## src/rtl/pgmflash_seq.sv

```systemverilog
// Program-flash access sequencer: borrows the Z80 bus, then runs one timed ROM read or write.
// Optional build macro PGMFLASH_AUTOINC_EN enables address auto-increment after each access.
module pgmflash_seq #(
    parameter int ACC_CYC = 4
) (
    input  logic        clk,
    input  logic        rst,
    input  logic        addr_ld,
    input  logic [7:0]  addr_din,
    input  logic        phase_rst,
    input  logic        autoinc,
    input  logic        rd_req,
    input  logic        wr_req,
    input  logic [7:0]  wr_data,
    output logic [7:0]  rd_data,
    output logic        busy,
    output logic        overrun,
    output logic        busrq_n,
    input  logic        busak_n,
    output logic [18:0] mem_a,
    output logic [7:0]  mem_dout,
    output logic        mem_doe,
    input  logic [7:0]  mem_din,
    output logic        romcs_n,
    output logic        memoe_n,
    output logic        memwe_n
);

    typedef enum logic [2:0] {
        ST_IDLE  = 3'd0,
        ST_BREQ  = 3'd1,
        ST_SETUP = 3'd2,
        ST_STRB  = 3'd3,
        ST_HOLD  = 3'd4,
        ST_BREL  = 3'd5
    } state_t;

    localparam logic [3:0] CNT_LAST = 4'(ACC_CYC - 1);

    state_t      state_r, state_nxt_s;
    logic [18:0] addr_r, mem_a_r;
    logic [1:0]  phase_r;
    logic [3:0]  cnt_r;
    logic        op_wr_r, op_inc_r, ld_seen_r;
    logic [7:0]  op_data_r, rd_data_r, mem_dout_r;
    logic        pend_r, pend_wr_r, pend_inc_r;
    logic [7:0]  pend_data_r;
    logic        overrun_r, busrq_n_r, romcs_n_r, memoe_n_r, memwe_n_r, mem_doe_r;
    logic        new_req_s, inc_req_s;
    logic        start_s, start_wr_s, start_inc_s, store_s, drop_s;
    logic [7:0]  start_data_s;

    function automatic logic owns_bus(input state_t s);
        return (s == ST_BREQ) || (s == ST_SETUP) || (s == ST_STRB) || (s == ST_HOLD);
    endfunction

    function automatic logic rom_sel(input state_t s);
        return (s == ST_SETUP) || (s == ST_STRB) || (s == ST_HOLD);
    endfunction

`ifdef PGMFLASH_AUTOINC_EN
    assign inc_req_s = autoinc;
`else
    assign inc_req_s = autoinc & 1'b0;
`endif

    assign new_req_s = rd_req | wr_req;

    // Request arbitration: start from IDLE (pending slot first), otherwise queue or drop
    always_comb begin
        start_s      = 1'b0;
        start_wr_s   = 1'b0;
        start_inc_s  = 1'b0;
        start_data_s = 8'h00;
        store_s      = 1'b0;
        drop_s       = 1'b0;
        if (state_r == ST_IDLE) begin
            if (pend_r) begin
                start_s      = 1'b1;
                start_wr_s   = pend_wr_r;
                start_inc_s  = pend_inc_r;
                start_data_s = pend_data_r;
                store_s      = new_req_s;
            end else if (new_req_s) begin
                start_s      = 1'b1;
                start_wr_s   = wr_req;
                start_inc_s  = inc_req_s;
                start_data_s = wr_req ? wr_data : 8'h00;
            end else begin
                start_s = 1'b0;
            end
        end else begin
            if (new_req_s && !pend_r) begin
                store_s = 1'b1;
            end else begin
                drop_s = new_req_s;
            end
        end
    end

    // Access FSM next-state decode
    always_comb begin
        state_nxt_s = state_r;
        case (state_r)
            ST_IDLE:  if (start_s)         state_nxt_s = ST_BREQ;  else state_nxt_s = ST_IDLE;
            ST_BREQ:  if (!busak_n)        state_nxt_s = ST_SETUP; else state_nxt_s = ST_BREQ;
            ST_SETUP:                      state_nxt_s = ST_STRB;
            ST_STRB:  if (cnt_r == 4'd0)   state_nxt_s = ST_HOLD;  else state_nxt_s = ST_STRB;
            ST_HOLD:                       state_nxt_s = ST_BREL;
            ST_BREL:  if (busak_n)         state_nxt_s = ST_IDLE;  else state_nxt_s = ST_BREL;
            default:                       state_nxt_s = ST_IDLE;
        endcase
    end

    // FSM state, strobe counter, active/pending operation and overrun flag
    always_ff @(posedge clk or posedge rst) begin
        if (rst) begin
            state_r     <= ST_IDLE;
            cnt_r       <= 4'd0;
            op_wr_r     <= 1'b0;
            op_inc_r    <= 1'b0;
            op_data_r   <= 8'h00;
            pend_r      <= 1'b0;
            pend_wr_r   <= 1'b0;
            pend_inc_r  <= 1'b0;
            pend_data_r <= 8'h00;
            overrun_r   <= 1'b0;
            rd_data_r   <= 8'hFF;
        end else begin
            state_r <= state_nxt_s;
            if (state_r == ST_SETUP) begin
                cnt_r <= CNT_LAST;
            end else if (state_r == ST_STRB) begin
                cnt_r <= cnt_r - 4'd1;
            end
            if (start_s) begin
                op_wr_r   <= start_wr_s;
                op_inc_r  <= start_inc_s;
                op_data_r <= start_data_s;
            end
            if (store_s) begin
                pend_r      <= 1'b1;
                pend_wr_r   <= wr_req;
                pend_inc_r  <= inc_req_s;
                pend_data_r <= wr_req ? wr_data : 8'h00;
            end else if (start_s) begin
                pend_r <= 1'b0;
            end
            if (drop_s || (rd_req && wr_req)) begin
                overrun_r <= 1'b1;
            end
            if ((state_r == ST_STRB) && (cnt_r == 4'd0) && !op_wr_r) begin
                rd_data_r <= mem_din;
            end
        end
    end

    // Address register: byte-wise loading, phase tracking and post-access increment
    always_ff @(posedge clk or posedge rst) begin
        if (rst) begin
            addr_r    <= 19'h00000;
            phase_r   <= 2'd0;
            ld_seen_r <= 1'b0;
        end else begin
            if (addr_ld) begin
                case (phase_r)
                    2'd0:    addr_r[7:0]   <= addr_din;
                    2'd1:    addr_r[15:8]  <= addr_din;
                    2'd2:    addr_r[18:16] <= addr_din[2:0];
                    default: addr_r        <= addr_r;
                endcase
            end else if ((state_r == ST_HOLD) && op_inc_r && !ld_seen_r) begin
                addr_r <= addr_r + 19'd1;
            end
            if (phase_rst || rd_req || wr_req) begin
                phase_r <= 2'd0;
            end else if (addr_ld) begin
                case (phase_r)
                    2'd0:    phase_r <= 2'd1;
                    2'd1:    phase_r <= 2'd2;
                    default: phase_r <= 2'd0;
                endcase
            end
            // A load during an access cancels that access's increment so the new address stands
            if (start_s) begin
                ld_seen_r <= 1'b0;
            end else if (addr_ld) begin
                ld_seen_r <= 1'b1;
            end
        end
    end

    // Registered bus and ROM outputs, decoded from the upcoming state
    always_ff @(posedge clk or posedge rst) begin
        if (rst) begin
            busrq_n_r  <= 1'b1;
            romcs_n_r  <= 1'b1;
            memoe_n_r  <= 1'b1;
            memwe_n_r  <= 1'b1;
            mem_doe_r  <= 1'b0;
            mem_a_r    <= 19'h00000;
            mem_dout_r <= 8'h00;
        end else begin
            busrq_n_r <= !owns_bus(state_nxt_s);
            romcs_n_r <= !rom_sel(state_nxt_s);
            memoe_n_r <= !((state_nxt_s == ST_STRB) && !op_wr_r);
            memwe_n_r <= !((state_nxt_s == ST_STRB) && op_wr_r);
            mem_doe_r <= rom_sel(state_nxt_s) && op_wr_r;
            if ((state_r == ST_BREQ) && (state_nxt_s == ST_SETUP)) begin
                mem_a_r    <= addr_r;
                mem_dout_r <= op_data_r;
            end
        end
    end

    // Losing the bus grant forces every ROM strobe inactive without waiting for a clock
    assign romcs_n  = romcs_n_r | busak_n;
    assign memoe_n  = memoe_n_r | busak_n;
    assign memwe_n  = memwe_n_r | busak_n;
    assign busrq_n  = busrq_n_r;
    assign mem_doe  = mem_doe_r;
    assign mem_a    = mem_a_r;
    assign mem_dout = mem_dout_r;
    assign rd_data  = rd_data_r;
    assign overrun  = overrun_r;
    assign busy     = (state_r != ST_IDLE) | pend_r;

endmodule
```

## config.mk

```make
export PLATFORM = sky130hd
export DESIGN_NAME = pgmflash_seq
export DESIGN_NICKNAME = d
export VERILOG_FILES = /design/src/rtl/pgmflash_seq.sv
export SDC_FILE = /design/constraint.sdc
export NUM_CORES = 1
export LEC_CHECK = 0
export BUFFER_PORTS_ARGS = -buffer_cell sky130_fd_sc_hd__buf_2
export CAP_MARGIN = 30
export CORE_UTILIZATION = 45
export DETAILED_ROUTE_END_ITERATION = 12
export PLACE_DENSITY = 0.7
export SLEW_MARGIN = 10
export SYNTH_ARGS = -nofsm -noshare
export SYNTH_HDL_FRONTEND = slang
export SYNTH_SLANG_ARGS = --single-unit
```

## constraint.sdc

```tcl
create_clock -name clk -period 2.4 [get_ports clk]
set_input_delay 0.36 -clock clk [delete_from_list [all_inputs] [get_ports clk]]
set_output_delay 0.36 -clock clk [all_outputs]
set_load 0.02 [all_outputs]
```

==> results of run 1 <==
-- synth_stat cells, types with 2 or more instances --
cell      count
mux2_2       22
nand2b_1      2
a21o_1        3
nand2_1       7
a22o_1       15
nand3b_1      3
ha_1          2
or2_2         3
o21ai_0       4
clkbuf_1      4
inv_1         6
mux2_1       42
buf_6         2
nor3_1        3
o31ai_1       2
nor2b_1       4
buf_2         4
dfrtp_1      76
nor2_1        4
a21oi_1       3
buf_4         2
dfstp_2      12
-- metal layers --
layer  vias up  track usage, %  wire length (µm)
li1       1039               -                 -
met1      1110            22.4              2920
met2        49            26.8              3020
met3        10            5.19               302
met4         0            7.80               119
met5         -               0                 0
-- critical path, stage by stage (launching register included) --
cell and delay, ns:
dfrtp_1 0.57, nor4_2 0.46, inv_1 0.11, buf_2 0.18
-- registers in the layout, summed over array words and instances (netlist names), 3 cells and up --
| name | count |
|---|---|
| mem_dout | 8 |
| state_r | 3 |
| rd_data | 8 |
| pend_data_r | 8 |
| op_data_r | 8 |
| mem_a | 19 |
| addr_r | 19 |
| cnt_r | 4 |
-- logic make-up (layout without fill, tap and decap cells) --
family	after synthesis	in the layout	synth area share (%)
AOI/OAI and AO/OA	32	32	6.80
adders and majority gates	2	2	0.701
xor gates and xnor gates	1	1	0.245
muxes	65	65	20.5
DFF	88	88	62.1
and+or+nand+nor	38	38	6.98
buffers and inverters	18	102	2.66
-- layout make-up --
| cell class | count | area, µm² |
|---|---|---|
| Timing Repair Buffer | 80 | 433 |
| Clock inverter | 5 | 61.3 |
| Tap cell | 102 | 128 |
| Multi-Input combinational cell | 138 | 1270 |
| Sequential cell | 88 | 2220 |
| Fill cell | 672 | 3400 |
| Clock buffer | 11 | 151 |
| Inverter | 6 | 26.3 |
-- power groups by stage --
stage	registers, µW	logic (µW)	clock network (µW)
4_1_cts	2390	1720	1100
5_1_grt	2460	1840	1180
3_5_place_dp	2420	1710	0
3_3_place_gp	2390	1670	0
2_1_floorplan	2670	925	0
6_report	2380	1690	1080
-- how the worst min path moves through the flow --
stage | endpoint | slack, ns | cells past startpoint
4_1_cts | addr_r[13] | 0.10 | 2
3_5_place_dp | overrun | 0.46 | 1
2_1_floorplan | phase_r[0] | 0.43 | 1
5_1_grt | addr_r[13] | 0.13 | 2
6_report | addr_r[6] | 0.09 | 2
3_3_place_gp | overrun | 0.46 | 1
-- metrics by stage --
step	util, %	hold slack, ns
finish	55.8	0.0905
global route	55.8	0.131
CTS	55.8	0.103
detailed placement	53.0	0.462
global placement	53.0	0.457
floorplan	-	0.431
==> flow_metrics.py, run 1 <==
metrics = {
    "timing": {
        "finalSetupTns_ns": 0,
        "period_share_pct": 84.5,
        "worst_pin_slew_ns": 0.680,
        "rsz0062_at_grt": "no",
        "setup_ws_ns": 0.371,
        "setup_viol": 0,
        "fin_crit_ns": 2.03,
        "hold_violations": 0,
        "drv_slew": 0,
        "slew_headroom_pct": 54.6,
        "skew_ns": 0.0130,
        "fmax_mhz": 493,
    },
    "power_and_ir_drop": {
        "peakVddDrop_mv": 0.578,
        "p_per_area_mw_per_mm2": 1200,
        "power_uw": 5150,
        "p_clk_share_pct": 21.0,
        "seqPwrFrac_pct": 46.3,
        "p_sw_uw": 1760,
        "p_int_uw": 3390,
        "leakage_uw": 0.00208,
        "comb_power_share_pct": 32.7,
        "netSwitchingFraction_pct": 34.2,
    },
    "floorplanning": {
        "rows": 32,
        "die_height_um": 91.1,
        "io_pins": 74,
        "core_mm2": 0.00769,
        "floorplan.initialDensity_pct": 46.4,
        "die_x_um": 91.1,
        "dieArea_mm2": 0.00829,
    },
    "drt": {
        "wl_mm": 6.36,
        "dr.pass1.iters": 4,
        "wl_per_cell_um": 14.8,
        "drtIter0Drc": 42,
        "drc": 0,
        "vias": 2208,
        "drtAntennaViolNets": 0,
        "vias_per_cell": 5.13,
    },
    "clocking": {
        "clk_latency_ns": 0.36,
        "postCtsResizedCells": 0,
        "cts_tree": "done",
        "clk_path_buf_depth": 2,
        "clock-sinks": 88,
        "postCtsHoldBufs": 0,
        "h-tree-depth": 3,
        "cts_buffers": 9,
        "postCtsSetupBuffers": 0,
        "path_clk_slew_ns": 0.09,
        "cts_root_buf": "clkbuf_8",
    },
    "setup_path": {
        "r2r-start": "state_r[2]",
        "r2r_slack_ns": 0.53,
        "cp.arrival_ns": 1.67,
        "startpoint_type": "register",
        "critPathCapture": "busy",
        "crit_start": "pend_r",
        "crit_type": "register to output port",
        "rr_worst_depth": 3,
        "r2r-end": "pend_data_r[3]",
        "critPathRequiredTime_ns": 2.04,
        "crit_fanout": 15,
        "endpoint_kind": "output port",
    },
    "synthesis": {
        "synth_cell_types": 41,
        "async_reset_ff_share_pct": 100,
        "ys_seq_elements": 88,
        "avgSynthCellArea_um2": 14.6,
        "ys_seq_area_share_pct": 62.1,
        "synth_edf_count": 0,
        "synth_cells": 244,
        "synth_top_area_share_pct": 53.3,
        "synth.area.top_cells": "dfrtp_1 53%, mux2_1 13%, dfstp_2 8.8%",
        "yosysWarnings": 0,
        "syn_nets": 278,
        "synth_ff_type": "dfrtp_1",
        "syn-cell-area_mm2": 0.00357,
        "yosys.area.top_type": "dfrtp_1",
    },
    "global_route": {
        "grt-ovfl-total": 0,
        "grt_max_degree": 32,
        "grt_pass1_wl_mm": 11.0,
        "grt_antenna_before_repair": 0,
        "grt_pass1_vias": 2244,
        "grt_usage_pct": 17.3,
    },
    "final_layout": {
        "final_cell_mix": "76 x dfrtp_1, 72 x buf_2, 42 x mux2_1, 22 x mux2_2, 15 x a22o_1",
        "drive_above_1_share_pct": 42.4,
        "nNetsFinal": 357,
        "final_common_cell": "dfrtp_1",
        "antenna_cells": 0,
        "final_cells": 430,
        "stdcell_area_mm2": 0.00429,
        "area_growth_pct": 20.1,
    },
    "placed_design": {
        "hpwl_mm": 4.50,
        "place_inst": 414,
        "io_buffers": 72,
        "postPlaceCellArea_mm2": 0.00407,
        "finalWeightedCongestion": 0.689,
        "dp_slack_ns": 0.558,
    },
    "flow_run": {
        "max_cap_violations": 0,
    },
    "status": {
        "status": "finished clean",
    },
    "worst_hold_path": {
        "hp-class": "input pin to async pin",
    },
}
(Power assumes the default switching activity.)
==> run 2: changes to the inputs <==
--- a/config.mk
+++ b/config.mk
@@ -9,7 +9,7 @@
 export CAP_MARGIN = 30
 export CORE_UTILIZATION = 45
 export DETAILED_ROUTE_END_ITERATION = 12
-export PLACE_DENSITY = 0.7
+export PLACE_DENSITY = 0.68
 export SLEW_MARGIN = 10
 export SYNTH_ARGS = -nofsm -noshare
 export SYNTH_HDL_FRONTEND = slang
==> constraint.sdc (replaced) <==
create_clock -name clk -period 2 [get_ports clk]
set_input_delay 0.3 -clock clk [delete_from_list [all_inputs] [get_ports clk]]
set_output_delay 0.3 -clock clk [all_outputs]
set_load 0.02 [all_outputs]
==> run 2 against run 1 <==
Clock skew fell by 0.00063 ns. Setup slack got worse by 0.25 ns. Sequential power rose by 19%. Highest routed layer unchanged. Largest cell class unchanged. Total power rose by 19%. First-iteration DRC count rose to 2.6 times the previous value. Clock-buffer cell count fell by 1.
==> flow_metrics.py, run 2 (synthesis gave the netlist of run 1 again) <==
metrics = {
    "status": {
        "status": "finished clean",
    },
    "timing": {
        "rsz0062_at_grt": "no",
        "hold_violations": 0,
        "worst_pin_slew_ns": 0.609,
        "finalSetupTns_ns": 0,
        "slew_headroom_pct": 59.2,
        "fin_crit_ns": 1.88,
        "period_share_pct": 94.0,
        "skew_ns": 0.0124,
        "fmax_mhz": 532,
        "setup_viol": 0,
        "drv_slew": 0,
    },
    "final_layout": {
        "drive_above_1_share_pct": 43.4,
        "final_util_pct": 56.1,
        "area_growth_pct": 20.9,
        "final_cell_mix": "75 x dfrtp_1, 72 x buf_2, 42 x mux2_1, 22 x mux2_2, 15 x a22o_1",
        "nNetsFinal": 361,
        "antenna_cells": 0,
        "final_common_cell": "dfrtp_1",
    },
    "clocking": {
        "cts_root_buf": "clkbuf_8",
        "cts_tree": "done",
        "path_clk_slew_ns": 0.10,
        "clk_latency_ns": 0.36,
        "clock-sinks": 88,
        "h-tree-depth": 3,
        "postCtsSetupBuffers": 0,
        "cts_buffers": 9,
        "clk_path_buf_depth": 2,
    },
    "drt": {
        "vias_per_cell": 5.02,
        "wl_per_cell_um": 14.7,
        "dr.pass1.iters": 4,
        "drtIter0Drc": 110,
        "vias": 2180,
        "drtAntennaViolNets": 0,
        "wl_mm": 6.39,
        "drc": 0,
    },
    "worst_hold_path": {
        "hp-class": "input pin to async pin",
    },
    "global_route": {
        "grt-ovfl-total": 0,
        "grt_antenna_before_repair": 0,
        "grt_usage_pct": 17.1,
        "grt_pass1_vias": 2151,
        "grt_max_degree": 69,
        "grt_pass1_wl_mm": 10.8,
    },
    "power_and_ir_drop": {
        "leakage_uw": 0.00209,
        "comb_power_share_pct": 34.7,
        "p_sw_uw": 2170,
        "peakVddDrop_mv": 0.699,
        "p_int_uw": 3960,
        "p_clk_share_pct": 19.2,
        "seqPwrFrac_pct": 46.1,
        "netSwitchingFraction_pct": 35.3,
        "p_per_area_mw_per_mm2": 1420,
    },
    "setup_path": {
        "r2r_slack_ns": 0.23,
        "startpoint_type": "register",
        "cp.arrival_ns": 1.58,
        "endpoint_kind": "output port",
        "critPathRequiredTime_ns": 1.70,
        "crit_fanout": 6,
        "r2r-end": "rd_data[5]",
        "rr_worst_depth": 5,
        "r2r-start": "cnt_r[0]",
        "crit_type": "register to output port",
    },
    "floorplanning": {
        "io_pins": 74,
        "rows": 32,
        "die_height_um": 91.1,
        "floorplan.initialDensity_pct": 46.4,
        "dieArea_mm2": 0.00829,
        "die_x_um": 91.1,
        "core_mm2": 0.00769,
    },
    "placed_design": {
        "hpwl_mm": 4.44,
        "finalWeightedCongestion": 0.748,
        "io_buffers": 72,
    },
    "flow_run": {
        "max_cap_violations": 0,
    },
}
## run 2: power groups by stage
stage | combinational, µW | sequential (µW) | clock [µW]
floorplan | 1110 | 3210 | 0
global placement | 2080 | 2830 | 0
detailed placement | 2140 | 2870 | 0
CTS | 2150 | 2840 | 1210
global route | 2310 | 2920 | 1290
finish | 2130 | 2830 | 1180
## run 2: worst max-delay path: stages (launching register included)
cell	delay, ns
dfrtp_2	0.47
buf_4	0.18
nor4_4	0.31
inv_1	0.08
buf_2	0.17
## run 2: how the worst max path moves through the flow
stage | start | endpoint | slack [ns] | depth (start not counted)
3_3_place_gp | wr_req | op_data_r[0] | 0.13 | 3
3_5_place_dp | cnt_r[0] | rd_data[5] | 0.24 | 5
2_1_floorplan | state_r[2] | pend_data_r[0] | 0.36 | 5
5_1_grt | state_r[2] | busy | 0.02 | 4
4_1_cts | state_r[2] | busy | 0.03 | 4
6_report | state_r[2] | busy | 0.12 | 4
## run 2: what timing repair did
action                                  CTS  global route
endpoints found under the setup margin    0             1
hold buffers                              0             0
gates resized for setup                   0             2
## run 2: routing by layer
layer	track usage (%)	vias up	share of wire, %
met2	24.4	49	46
met4	9.66	0	2.6
li1	-	1044	-
met5	0	-	0
met1	23.9	1076	47
met3	3.94	11	4.6
## run 2: final cells by class
class | instances | area (µm²)
flip-flops and latches | 88 | 2220
fillers | 675 | 3370
well taps | 102 | 128
multi-input cells | 138 | 1280
inverters | 6 | 26.3
clock inverters | 6 | 50.0
repair buffers | 84 | 475
clock buffers | 10 | 138
## run 2: per-stage QoR
stage	instance area (µm²)	power, µW	instances	hold WS, ns	setup slack [ns]
4_1_cts	4300	6200	434	0.00899	0.0328
5_1_grt	4310	6520	434	0.0144	0.0195
6_report	4310	6130	434	0.00748	0.119
2_1_floorplan	3570	4320	244	0.371	0.357
3_5_place_dp	4120	5000	418	0.406	0.236
3_3_place_gp	4110	4920	417	0.398	0.127
